--- src/rtl/cursor_xy.sv ---
// Two-axis cursor position counter with edge-detected fire, runtime load,
// wrap/saturate ends and one-hot row/column select decode.
module cursor_xy #(
    parameter int ROWS     = 4,
    parameter int COLS     = 4,
    parameter int ROW_W    = $clog2(ROWS),
    parameter int COL_W    = $clog2(COLS),
    parameter int WRAP     = 1,
    parameter int INIT_ROW = 0,
    parameter int INIT_COL = 0
) (
    input  logic             clk,
    input  logic             rst_n,
    input  logic             fire,
    input  logic             row_en,
    input  logic             col_en,
    input  logic             add_n,
    input  logic             load,
    input  logic [ROW_W-1:0] load_row,
    input  logic [COL_W-1:0] load_col,
    output logic [ROW_W-1:0] row_idx,
    output logic [COL_W-1:0] col_idx,
    output logic [ROWS-1:0]  row_sel,
    output logic [COLS-1:0]  col_sel,
    output logic             moved,
    output logic             blocked
);

    localparam logic [ROW_W-1:0] ROW_MAX = ROW_W'(ROWS - 1);
    localparam logic [COL_W-1:0] COL_MAX = COL_W'(COLS - 1);

    logic [ROW_W-1:0] r_row;
    logic [COL_W-1:0] r_col;
    logic             r_fire_q;
    logic             r_moved;
    logic             r_blocked;

    logic [ROW_W-1:0] w_row_nxt;
    logic [COL_W-1:0] w_col_nxt;
    logic             w_row_mv;
    logic             w_row_bl;
    logic             w_col_mv;
    logic             w_col_bl;
    logic [ROW_W-1:0] w_load_row;
    logic [COL_W-1:0] w_load_col;
    logic             w_step;

    // Load clamping is only needed when the axis size leaves unused codes.
    generate
        if (ROWS == (1 << ROW_W)) begin : g_row_full
            assign w_load_row = load_row;
        end else begin : g_row_clamp
            assign w_load_row = (load_row > ROW_MAX) ? ROW_MAX : load_row;
        end
        if (COLS == (1 << COL_W)) begin : g_col_full
            assign w_load_col = load_col;
        end else begin : g_col_clamp
            assign w_load_col = (load_col > COL_MAX) ? COL_MAX : load_col;
        end
    endgenerate

    assign w_step = fire & ~r_fire_q & (row_en | col_en);

    // Row axis next position and move/limit flags for one step.
    always_comb begin
        w_row_nxt = r_row;
        w_row_mv  = 1'b0;
        w_row_bl  = 1'b0;
        if (!add_n) begin
            if (r_row == ROW_MAX) begin
                if (WRAP != 0) begin
                    w_row_nxt = {ROW_W{1'b0}};
                    w_row_mv  = 1'b1;
                end else begin
                    w_row_bl  = 1'b1;
                end
            end else begin
                w_row_nxt = r_row + ROW_W'(1);
                w_row_mv  = 1'b1;
            end
        end else begin
            if (r_row == {ROW_W{1'b0}}) begin
                if (WRAP != 0) begin
                    w_row_nxt = ROW_MAX;
                    w_row_mv  = 1'b1;
                end else begin
                    w_row_bl  = 1'b1;
                end
            end else begin
                w_row_nxt = r_row - ROW_W'(1);
                w_row_mv  = 1'b1;
            end
        end
    end

    // Column axis next position and move/limit flags for one step.
    always_comb begin
        w_col_nxt = r_col;
        w_col_mv  = 1'b0;
        w_col_bl  = 1'b0;
        if (!add_n) begin
            if (r_col == COL_MAX) begin
                if (WRAP != 0) begin
                    w_col_nxt = {COL_W{1'b0}};
                    w_col_mv  = 1'b1;
                end else begin
                    w_col_bl  = 1'b1;
                end
            end else begin
                w_col_nxt = r_col + COL_W'(1);
                w_col_mv  = 1'b1;
            end
        end else begin
            if (r_col == {COL_W{1'b0}}) begin
                if (WRAP != 0) begin
                    w_col_nxt = COL_MAX;
                    w_col_mv  = 1'b1;
                end else begin
                    w_col_bl  = 1'b1;
                end
            end else begin
                w_col_nxt = r_col - COL_W'(1);
                w_col_mv  = 1'b1;
            end
        end
    end

    // Position, fire history and status pulses; load wins over a step.
    always_ff @(posedge clk or negedge rst_n) begin
        if (!rst_n) begin
            r_row     <= ROW_W'(INIT_ROW);
            r_col     <= COL_W'(INIT_COL);
            r_fire_q  <= 1'b1;
            r_moved   <= 1'b0;
            r_blocked <= 1'b0;
        end else begin
            r_fire_q  <= fire;
            r_moved   <= 1'b0;
            r_blocked <= 1'b0;
            if (load) begin
                r_row <= w_load_row;
                r_col <= w_load_col;
            end else if (w_step) begin
                if (row_en) r_row <= w_row_nxt;
                if (col_en) r_col <= w_col_nxt;
                r_moved   <= (row_en & w_row_mv) | (col_en & w_col_mv);
                r_blocked <= (row_en & w_row_bl) | (col_en & w_col_bl);
            end
        end
    end

    assign row_idx = r_row;
    assign col_idx = r_col;
    assign moved   = r_moved;
    assign blocked = r_blocked;
    assign row_sel = {{(ROWS-1){1'b0}}, 1'b1} << r_row;
    assign col_sel = {{(COLS-1){1'b0}}, 1'b1} << r_col;

endmodule

--- config.mk ---
export PLATFORM = sky130hd
export DESIGN_NAME = cursor_xy
export DESIGN_NICKNAME = d
export VERILOG_FILES = /design/src/rtl/cursor_xy.sv
export SDC_FILE = /design/constraint.sdc
export NUM_CORES = 1
export LEC_CHECK = 0
export CAP_MARGIN = 20
export CORE_AREA = 3 3 40 42
export DETAILED_ROUTE_END_ITERATION = 10
export DIE_AREA = 0 0 43 45
export HOLD_SLACK_MARGIN = 0.06
export PLACE_DENSITY = 0.67
export SLEW_MARGIN = 20
export SYNTH_ARGS = -nofsm -noshare
export SYNTH_HDL_FRONTEND = slang
export SYNTH_SLANG_ARGS = --single-unit
--- constraint.sdc ---
create_clock -name clk -period 1.4 [get_ports clk]
set_input_delay 0.21 -clock clk [delete_from_list [all_inputs] [get_ports clk]]
set_output_delay 0.21 -clock clk [all_outputs]
set_load 0.005 [all_outputs]
After elaboration in Yosys (flattened, before gate mapping)
Index checks and enable logic that the tools add are counted.
{"block": "classes", "n_shift": 2, "add_sub_neg": 4, "muxes": 14, "reduce_logical": 7, "n_bitwise": 4, "n_eq_ne": 2}
{"cell": "2-bit 2-to-1 mux", "count": 12}
{"cell": "1-bit by 2-bit << shifter with 4-bit output, first input constant", "count": 2}
{"cell": "2-bit nonzero test", "count": 3}
{"cell": "2-bit by 1-bit adder with 2-bit output, second input constant", "count": 2}
{"cell": "2-bit equality test, second input constant", "count": 2}
{"cell": "2-bit logical NOT", "count": 2}
{"cell": "2-bit AND reduction", "count": 2}
{"cell": "2-bit by 1-bit subtractor with 2-bit output, second input constant", "count": 2}
{"cell": "1-bit AND", "count": 2}
{"cell": "1-bit 2-to-1 mux", "count": 2}
{"cell": "1-bit NOT", "count": 1}
{"cell": "1-bit bitwise OR", "count": 1}
{"block": "word_totals", "out_inout_bits": 14, "ff_bits": 6, "input_bits": 11}

Depth between registers and ports, before layout
Gate-level depths: netlist (run 1).
{"block": "depth", "ltp_word": 6, "depth_mapped": 5, "ltp_nobuf": 5}

Worst setup path before layout (run 1)
OpenSTA, ideal clock, no wires.
{"block": "synth_path", "kind": "reg2reg", "startpoint": "reg r_col[0], in the netlist col_idx[0]", "endpoint": "reg r_col[1], in the netlist col_idx[1]", "required_time_ps": 1269, "period_less_slack_ps": 1206, "path_slack_ps": 194, "path_stages_with_launch": 6, "arrival_ps": 1076, "path_cell_list": "dfrtp_1 inv_1 ha_1 xor2_1 mux2i_1 o21ai_1"}
{"block": "synth_via", "elab_chain_len": 6, "elab_cells_between_ends": 10, "classes_between": "add/sub (2); eq/ne (1); mux (6); reduce/logical (1)"}
{"element": "from (decl)", "line": "33", "rtl": "logic [COL_W-1:0] r_col;"}
{"element": "from (signal assigned)", "line": "132", "rtl": "r_col <= COL_W'(INIT_COL);"}
{"element": "from (signal assigned)", "line": "142", "rtl": "r_col <= w_load_col;"}
{"element": "from (signal assigned)", "line": "145", "rtl": "if (col_en) r_col <= w_col_nxt;"}
{"element": "2-bit by 1-bit adder with 2-bit output, or another cell as far along", "line": "110", "rtl": "w_col_nxt = r_col + COL_W'(1);"}
{"element": "2-bit 2-to-1 mux (on tied branches)", "line": "102, 114"}
{"element": "2-bit 2-to-1 mux (*)", "line": "101", "rtl": "if (!add_n) begin"}
{"element": "2-bit 2-to-1 mux (*)", "line": "145"}
{"element": "2-bit 2-to-1 mux (*)", "line": "143", "rtl": "end else if (w_step) begin"}
{"element": "2-bit 2-to-1 mux (*)", "line": "140", "rtl": "if (load) begin"}
Every way passes the cells marked *; elsewhere a longest branch is shown, timed or not. The select of a mux whose other input is x is not followed.
A chain may end at the register's enable or synchronous reset.

Final worst setup path (run 1)
{"block": "layout_path", "startpoint": "reg r_col[0], in the netlist col_idx[0]", "endpoint": "out col_sel[2]"}
{"block": "layout_via", "elab_chain_len": 1}
{"element": "1-bit by 2-bit << shifter with 4-bit output", "line": "157", "rtl": "assign col_sel = {{(COLS-1){1'b0}}, 1'b1} << r_col;"}
{"element": "to (decl)", "line": "24", "rtl": "output logic [COLS-1:0] col_sel,"}
No other way between the ends.

==> impl_metrics.env, run 1 <==
export IMPL_fin_crit_ps=1336
export IMPL_num_fill_cells=130
export IMPL_rr_worst_depth=6
export IMPL_synth_nets=57
export IMPL_fp_dieW_um=43
export IMPL_cts_sinks=6
export IMPL_postSynthAreaPerCell_um2=10.31
export IMPL_worstSetupEndpointType="primary output"
export IMPL_syn_area_um2=391.6
export IMPL_areaGrowthSynthToFinish_pct=87.54
export IMPL_ys_seq_elements=6
export IMPL_nets=95
export IMPL_fin_util_pct=57.16
export IMPL_vdd_ir_drop_max_mv=0.5591
export IMPL_netlist_instances=38
export IMPL_yosysTopAreaCell="dfrtp_1"
export IMPL_path_class="reg -> out"
export IMPL_yosys_warnings=0
export IMPL_timing_fmax_mhz=748.5
export IMPL_setup_ws_ps=64.03
export IMPL_synth_top_area_share_pct=31.95
export IMPL_worstPathBufferInverterCount=2
export IMPL_cts_htree_levels=1
export IMPL_timing_final_crit_share_pct=95.43
export IMPL_rsz0062_at_grt="false"
export IMPL_rr_startpoint="row_idx[1]"
export IMPL_timing_max_cap_violations=0
export IMPL_ys_seq_area_share_pct=38.66
export IMPL_clk_pin_slew_worst_paths_ps=50
export IMPL_cts_made_buffers=3
export IMPL_drt_wl_total_um=1020
export IMPL_power_uw=622.1
export IMPL_die_area_mm2=0.001935
export IMPL_finalMaxSlewViolations=0
export IMPL_r2r_slack_ps=80
export IMPL_finalSetupViolCount=0
export IMPL_gp_congestion=0.6988
export IMPL_dr_pass1_iters=2
export IMPL_grt_max_degree=10
export IMPL_viasPerCell=4.222
export IMPL_worstSetupStartpointType="register"
export IMPL_gr_usage_all_layers_pct=11.08
export IMPL_root_buffer="clkbuf_4"
export IMPL_cellLeakagePower_uw=0.0003865
export IMPL_io_pins=25
export IMPL_wl_per_cell_um=11.33
export IMPL_grt_pass1_wl_um=1531
export IMPL_synth_cell_types=14
export IMPL_die_height_um=45
export IMPL_reg2reg_to="row_idx[1]"
export IMPL_max_stage_delay_ps=380
export IMPL_crit_required_ps=1190
export IMPL_place_ws_ps=6.741
export IMPL_final_cells=90
export IMPL_cts_buffer_depth=2
export IMPL_portBuffers=23
export IMPL_clk_latency_ps=250
export IMPL_first_global_vias=374
export IMPL_antenna_found_initial=0
export IMPL_placed_cells=75
export IMPL_drive_above_1_share_pct=40.00
export IMPL_cts_tree="yes"
export IMPL_coreArea_mm2=0.001285
export IMPL_hold_violations=0
export IMPL_post_dp_hpwl_um=703.7
export IMPL_power_density_mw_per_mm2=847.1
export IMPL_rows=13
export IMPL_start_util_pct=30.48
export IMPL_cpLargestDelayFamily="flip-flops"
export IMPL_path_max_fanout=3
export IMPL_drt_iter0_drc=1
export IMPL_synth_area_leaders="dfrtp_1, ha_1, dfstp_2"
export IMPL_clock_skew_ps=9.969
export IMPL_drc=0
export IMPL_antenna_cells=0
export IMPL_status="completed"
export IMPL_grt_overflow_total=0
export IMPL_worst_ep_arrival_time_ps=1130
export IMPL_ant_nets=0
export IMPL_hold_path_class="in -> async"
export IMPL_cpMaxStageDelayCell="dfrtp_1"
export IMPL_via_count=380
export IMPL_cp_cell_sequence="inv_2 > ha_1 > dlygate4sd2_1"
==> cell type report <==
cell class	instances	area (µm²)	area share [%]
timing repair buffer	35	291.5	39.69
tap	15	18.77	2.555
multi-input combinational	26	229.0	31.18
sequential	6	153.9	20.95
inverter	4	15.01	2.044
clock buffer	4	26.28	3.578
==> synth_stat cells <==
library cell / n
buf_4: 1
inv_1: 4
a21oi_1: 1
xnor2_1: 2
o21ai_1: 4
nand2_1: 4
xor2_1: 2
dfrtp_1: 5
dfstp_2: 1
clkbuf_1: 1
conb_1: 1
ha_1: 8
mux2i_1: 2
nand3b_1: 2
==> metrics by stage <==
step	hold slack (ps)	setup TNS (ps)	area, µm²
2_1_floorplan	-85.59	0	391.6
3_3_place_gp	475.8	0	636.9
3_5_place_dp	472.0	0	636.9
4_1_cts	197.6	-52.93	737.0
5_1_grt	193.6	0	734.5
6_report	200.4	0	734.5
==> what timing repair did <==
item | CTS | global route
buffers inserted | 10 | 1
hold buffers | 0 | 0
endpoints found under the hold margin | 0 | 0
endpoints found under the setup margin | 11 | 9
resized for setup | 28 | 8
==> cell usage in the layout (no fill, tap or decap), types with 2 or more instances in the layout <==
cell and count:
buf_4 11, mux2i_1 2, ha_1 6, buf_2 2
inv_2 4, dfrtp_2 2, dfrtp_1 3, clkbuf_2 4
o21ai_1 4, nand3b_1 2, xnor2_1 2, xor2_1 2
clkbuf_4 3, clkdlybuf4s50_1 11, nand2_1 4, dlygate4sd2_1 4
==> sequential cells by signal, indices dropped and copies added (netlist names) <==
name / cells
row_idx: 2
moved: 1
col_idx: 2
r_fire_q: 1
==> kinds of logic (layout without fill, tap and decap cells) <==
kind of cell / count (synthesis) / after routing / synth area share (%)
adders and majority gates: 8 / 8 / 25.56
muxes: 2 / 2 / 5.112
buffers and inverters: 6 / 43 / 6.708
DFF: 6 / 6 / 38.66
and+or+nand+nor: 6 / 6 / 7.665
AOI/OAI and AO/OA: 5 / 5 / 6.389
xor gates and xnor gates: 4 / 4 / 8.947
other: 1 / 1 / 0.9575
==> metal layers <==
layer / vias up / global-route usage, % / part of all wire, %
met2: 15 / 19.16 / 54
met3: 2 / 4.781 / 6.0
met1: 172 / 11.60 / 39
met4: 0 / 5.422 / 0.88
li1: 191 / - / -
met5: - / 0 / 0
==> power breakdown <==
| group | switching, µW | internal [µW] |
|---|---|---|
| logic | 90.0 | 149 |
| registers | 18.4 | 192 |
| clock network | 64.7 | 108 |
| total | 173 | 449 |
==> how the worst max path moves through the flow <==
stage / start / to / slack [ps] / cells after the start
floorplan: col_idx[0] / col_idx[1] / 190 / 5
global placement: col_idx[0] / col_sel[0] / 40 / 3
detailed placement: row_idx[0] / row_sel[2] / 7 / 3
CTS: col_idx[0] / col_sel[0] / -40 / 4
global route: row_idx[1] / row_idx[1] / 2 / 6
finish: col_idx[0] / col_sel[2] / 60 / 3
Power figures use the tool's default switching activity.
==> run 2, diff against run 1 <==
- CELL_PAD_IN_SITES_DETAIL_PLACEMENT: unset -> 0
- CELL_PAD_IN_SITES_GLOBAL_PLACEMENT: unset -> 1
- CORE_AREA: 3 3 40 42 -> unset
- CORE_MARGIN: unset -> 3
- CORE_UTILIZATION: unset -> 22
- DIE_AREA: 0 0 43 45 -> unset
- PLACE_DENSITY: 0.67 -> unset
- PLACE_DENSITY_LB_ADDON: unset -> 0.1
- clock period: 1.4 -> 1.1 ns (I/O delays scaled with it)
==> impl_metrics.env, run 2 (synthesis gave the netlist of run 1 again) <==
export IMPL_worst_ep_arrival_time_ps=1130
export IMPL_finalMaxSlewViolations=0
export IMPL_wl_per_cell_um=9.807
export IMPL_drc=0
export IMPL_die_area_mm2=0.002322
export IMPL_finalSetupViolCount=13
export IMPL_placed_area_um2=703.2
export IMPL_nets=105
export IMPL_cp_cell_sequence="buf_4 > buf_6 > buf_6 > buf_6"
export IMPL_violations="negative setup slack"
export IMPL_drive_above_1_share_pct=61.18
export IMPL_clk_pin_slew_worst_paths_ps=50
export IMPL_vdd_ir_drop_max_mv=0.8801
export IMPL_areaGrowthSynthToFinish_pct=140.6
export IMPL_crit_required_ps=940
export IMPL_max_stage_delay_ps=420
export IMPL_cts_made_buffers=3
export IMPL_reg2reg_to="row_idx[1]"
export IMPL_grt_pass1_wl_um=1704
export IMPL_cts_buffer_depth=2
export IMPL_grt_overflow_total=0
export IMPL_fp_dieW_um=48.19
export IMPL_dr_pass1_iters=2
export IMPL_layout_common_cells="buf_6, clkdlybuf4s50_1, buf_4"
export IMPL_status="complete, but fails checks"
export IMPL_worstPathBufferInverterCount=4
export IMPL_cellLeakagePower_uw=0.0004605
export IMPL_cts_tree="yes"
export IMPL_timing_max_cap_violations=0
export IMPL_rows=14
export IMPL_antenna_found_initial=0
export IMPL_antenna_cells=0
export IMPL_clock_skew_ps=7.628
export IMPL_r2r_slack_ps=-180
export IMPL_path_class="reg -> out"
export IMPL_final_cells=109
export IMPL_ant_nets=0
export IMPL_setup_ws_ps=-190.2
export IMPL_worstSetupEndpointType="primary output"
export IMPL_root_buffer="clkbuf_4"
export IMPL_grt_max_degree=10
export IMPL_worstSetupStartpointType="register"
export IMPL_final_area_um2=942.2
export IMPL_timing_fmax_mhz=775.0
export IMPL_post_dp_hpwl_um=731.5
export IMPL_timing_final_crit_share_pct=117.3
export IMPL_fin_util_pct=59.11
export IMPL_drt_wl_total_um=1069
export IMPL_io_pins=25
export IMPL_first_global_vias=410
export IMPL_hold_path_class="in -> async"
export IMPL_gr_usage_all_layers_pct=11.28
export IMPL_fin_setup_tns_ps=-1790
export IMPL_crit_top_cell="buf_6"
export IMPL_gp_congestion=0.6743
export IMPL_drt_iter0_drc=3
export IMPL_layout_commonest_cell="buf_6"
export IMPL_cts_htree_levels=1
export IMPL_portBuffers=23
export IMPL_via_count=415
export IMPL_fin_crit_ps=1290
export IMPL_viasPerCell=3.807
export IMPL_power_density_mw_per_mm2=1009
export IMPL_path_max_fanout=3
export IMPL_regArea_um2=151.4
export IMPL_cts_sinks=6
export IMPL_hold_buffers=0
export IMPL_clk_latency_ps=250
export IMPL_cpLargestDelayFamily="buffers and inverters"
export IMPL_num_fill_cells=132
export IMPL_rsz0062_at_grt="true"
export IMPL_start_util_pct=24.57
export IMPL_cpMaxStageDelayCell="dfrtp_1"
export IMPL_hold_violations=0
export IMPL_rr_startpoint="row_idx[0]"
export IMPL_multi_input_area_um2=289.0
export IMPL_coreArea_mm2=0.001594
export IMPL_die_height_um=48.19
export IMPL_placed_cells=88
export IMPL_rr_worst_depth=6
[run 2: metrics by stage]
step | total power, µW | setup WS [ps] | hold slack (ps)
after global routing | 1022 | -280.3 | 169.9
after detailed placement | 567.0 | -240.4 | 431.0
after global placement | 567.7 | -250.9 | 432.9
after CTS | 918.2 | -173.8 | 161.2
final | 950.4 | -190.2 | 155.1
after floorplan | 387.9 | -40.20 | -130.6
[run 2: worst max path at each step]
stage                             to       start  cells past startpoint  slack, ps
after CTS                 row_idx[1]  row_idx[1]                      6       -170
after global routing      col_idx[1]  col_idx[1]                      6       -280
after detailed placement  row_sel[1]  row_idx[1]                      3       -240
after global placement    row_sel[1]  row_idx[1]                      3       -250
final                     col_idx[1]  col_idx[1]                      4       -190
after floorplan           col_idx[1]  col_idx[1]                      5        -40
[run 2: final cells by class]
class                   instances  share of cell area, %
multi-input cells              26                  30.68
clock buffers                   4                  2.789
flip-flops and latches          6                  16.07
well taps                      24                  3.187
inverters                       4                  1.594
repair buffers                 45                  45.68
[run 2: where the power goes]
group	switching (µW)	total [µW]	internal (µW)
Combinational	156	464	308
Clock	83.9	222	138
Sequential	22.4	265	243
[run 2: metal layers]
| metal | global-route usage, % | wire length, µm |
|---|---|---|
| met1 | 11.58 | 389 |
| met5 | 0 | 0 |
| met4 | 4.839 | 10 |
| met3 | 5.535 | 81 |
| met2 | 19.27 | 587 |
[run 2: worst register-to-register path, delay by kind of cell, from the launching register on]
kind,cells,cell delay [ps]
compound gates,1,70
xor+xnor,1,140
fa+ha+maj,1,230
buf+inv,2,180
flops,1,400
mux,1,130
[run 2: timing repair]
action	in CTS	in global routing
buffers inserted	15	3
setup endpoints to repair	15	16
resized for setup	71	8
pin swaps	5	2
==> run 3, diff against run 2 <==
- CORE_UTILIZATION: 22 -> 26
- clock period: 1.1 -> 1.5 ns (I/O delays scaled with it)
==> impl_metrics.env, run 3 (synthesis gave the netlist of run 1 again) <==
export IMPL_timing_max_cap_violations=0
export IMPL_nets=93
export IMPL_path_max_fanout=3
export IMPL_drc=0
export IMPL_whs_ps=214.8
export IMPL_cts_htree_levels=1
export IMPL_hold_buffers=0
export IMPL_fin_crit_ps=1453
export IMPL_grt_max_degree=10
export IMPL_cp_cell_sequence="buf_4 > clkdlybuf4s50_1"
export IMPL_die_height_um=44.81
export IMPL_antenna_found_initial=0
export IMPL_drt_wl_total_um=884
export IMPL_grt_pass1_wl_um=1373
export IMPL_cpMaxStageDelayCell="clkdlybuf4s50_1"
export IMPL_crit_required_ps=1270
export IMPL_status="completed"
export IMPL_cellLeakagePower_uw=0.0003792
export IMPL_drt_iter0_drc=1
export IMPL_clk_latency_ps=250
export IMPL_hold_violations=0
export IMPL_r2r_slack_ps=170
export IMPL_gp_congestion=0.6900
export IMPL_coreArea_mm2=0.001350
export IMPL_worst_ep_arrival_time_ps=1230
export IMPL_worstSetupEndpointType="primary output"
export IMPL_dr_pass1_iters=2
export IMPL_clk_pin_slew_worst_paths_ps=50
export IMPL_fin_util_pct=54.40
export IMPL_power_uw=571.0
export IMPL_grt_overflow_total=0
export IMPL_layout_common_cells="clkdlybuf4s50_1, buf_4, dlygate4sd2_1"
export IMPL_cts_tree="yes"
export IMPL_antenna_cells=0
export IMPL_reg2reg_to="row_idx[1]"
export IMPL_timing_fmax_mhz=688.4
export IMPL_die_area_mm2=0.002008
export IMPL_viasPerCell=4.216
export IMPL_first_global_vias=332
export IMPL_vdd_ir_drop_max_mv=0.3972
export IMPL_hold_path_class="in -> async"
export IMPL_rsz0062_at_grt="false"
export IMPL_root_buffer="clkbuf_4"
export IMPL_areaGrowthSynthToFinish_pct=87.54
export IMPL_rr_startpoint="row_idx[1]"
export IMPL_max_stage_delay_ps=490
export IMPL_power_density_mw_per_mm2=777.5
export IMPL_finalMaxSlewViolations=0
export IMPL_start_util_pct=29.01
export IMPL_post_dp_hpwl_um=636.4
export IMPL_cts_sinks=6
export IMPL_wl_per_cell_um=10.05
export IMPL_path_class="reg -> out"
export IMPL_num_fill_cells=136
export IMPL_cts_buffer_depth=2
export IMPL_rr_worst_depth=6
export IMPL_layout_commonest_cell="clkdlybuf4s50_1"
export IMPL_fp_dieW_um=44.81
export IMPL_io_pins=25
export IMPL_cts_made_buffers=3
export IMPL_worstSetupStartpointType="register"
export IMPL_drive_above_1_share_pct=32.88
export IMPL_rows=13
export IMPL_ant_nets=0
export IMPL_gr_usage_all_layers_pct=9.909
export IMPL_via_count=371
export IMPL_portBuffers=23
export IMPL_timing_final_crit_share_pct=96.85
export IMPL_finalSetupViolCount=0
export IMPL_clock_skew_ps=5.717
[run 3: cell count changes in the layout (fill, tap and decap cells not counted), moves of 3 or more]
cell	change
buf_2	-4
buf_6	-20
clkdlybuf4s50_1	+3
dlygate4sd2_1	+5
ha_1	+5
ha_4	-4
[run 3: per-layer routing]
metal	wire [µm]	track usage, %
met1	355	11.11
met2	409	15.47
met3	110	2.390
met4	9	8.772
met5	0	0
[run 3: layout make-up]
cell class | instances | area [µm²] | share of cell area (%)
timing repair buffer | 33 | 299.0 | 40.72
tap | 15 | 18.77 | 2.555
inverter | 4 | 15.01 | 2.044
multi-input combinational | 26 | 221.5 | 30.15
clock buffer | 4 | 26.28 | 3.578
sequential | 6 | 153.9 | 20.95
[run 3: what timing repair did]
action | 4_1_cts | 5_1_grt
resized for setup | 19 | 5
pin swaps | 3 | 0
setup endpoints to repair | 8 | 6
setup buffers | 8 | 2
[run 3: worst max-delay path, delay by kind of cell, from the launching register on]
| family | cells | cell delay, ps |
|---|---|---|
| buf+inv | 2 | 620 |
| flops | 1 | 370 |
[run 3: worst max-delay path by stage]
stage	endpoint	depth (start not counted)	slack (ps)	startpoint
after CTS	col_sel[1]	5	-30	col_idx[1]
after global routing	row_idx[0]	2	3	row_idx[0]
final	row_idx[0]	2	50	row_idx[0]
after detailed placement	row_sel[2]	3	90	row_idx[0]
after global placement	row_sel[2]	3	90	row_idx[0]
after floorplan	col_idx[1]	5	290	col_idx[0]
[run 3: per-stage QoR]
step / worst slack [ps] / std cells / setup TNS, ps / area (µm²)
finish: 47.30 / 88 / 0 / 734.5
detailed placement: 93.60 / 74 / 0 / 629.4
CTS: -30.43 / 86 / -30.43 / 718.2
floorplan: 293.6 / 38 / 0 / 391.6
global placement: 94.53 / 74 / 0 / 629.4
global route: 3.220 / 88 / 0 / 734.5
[run 3: where the power goes]
part / total [µW] / internal [µW] / switching, µW
clock: 167 / 101 / 65.4
combinational: 211 / 135 / 75.9
sequential: 194 / 179 / 14.4
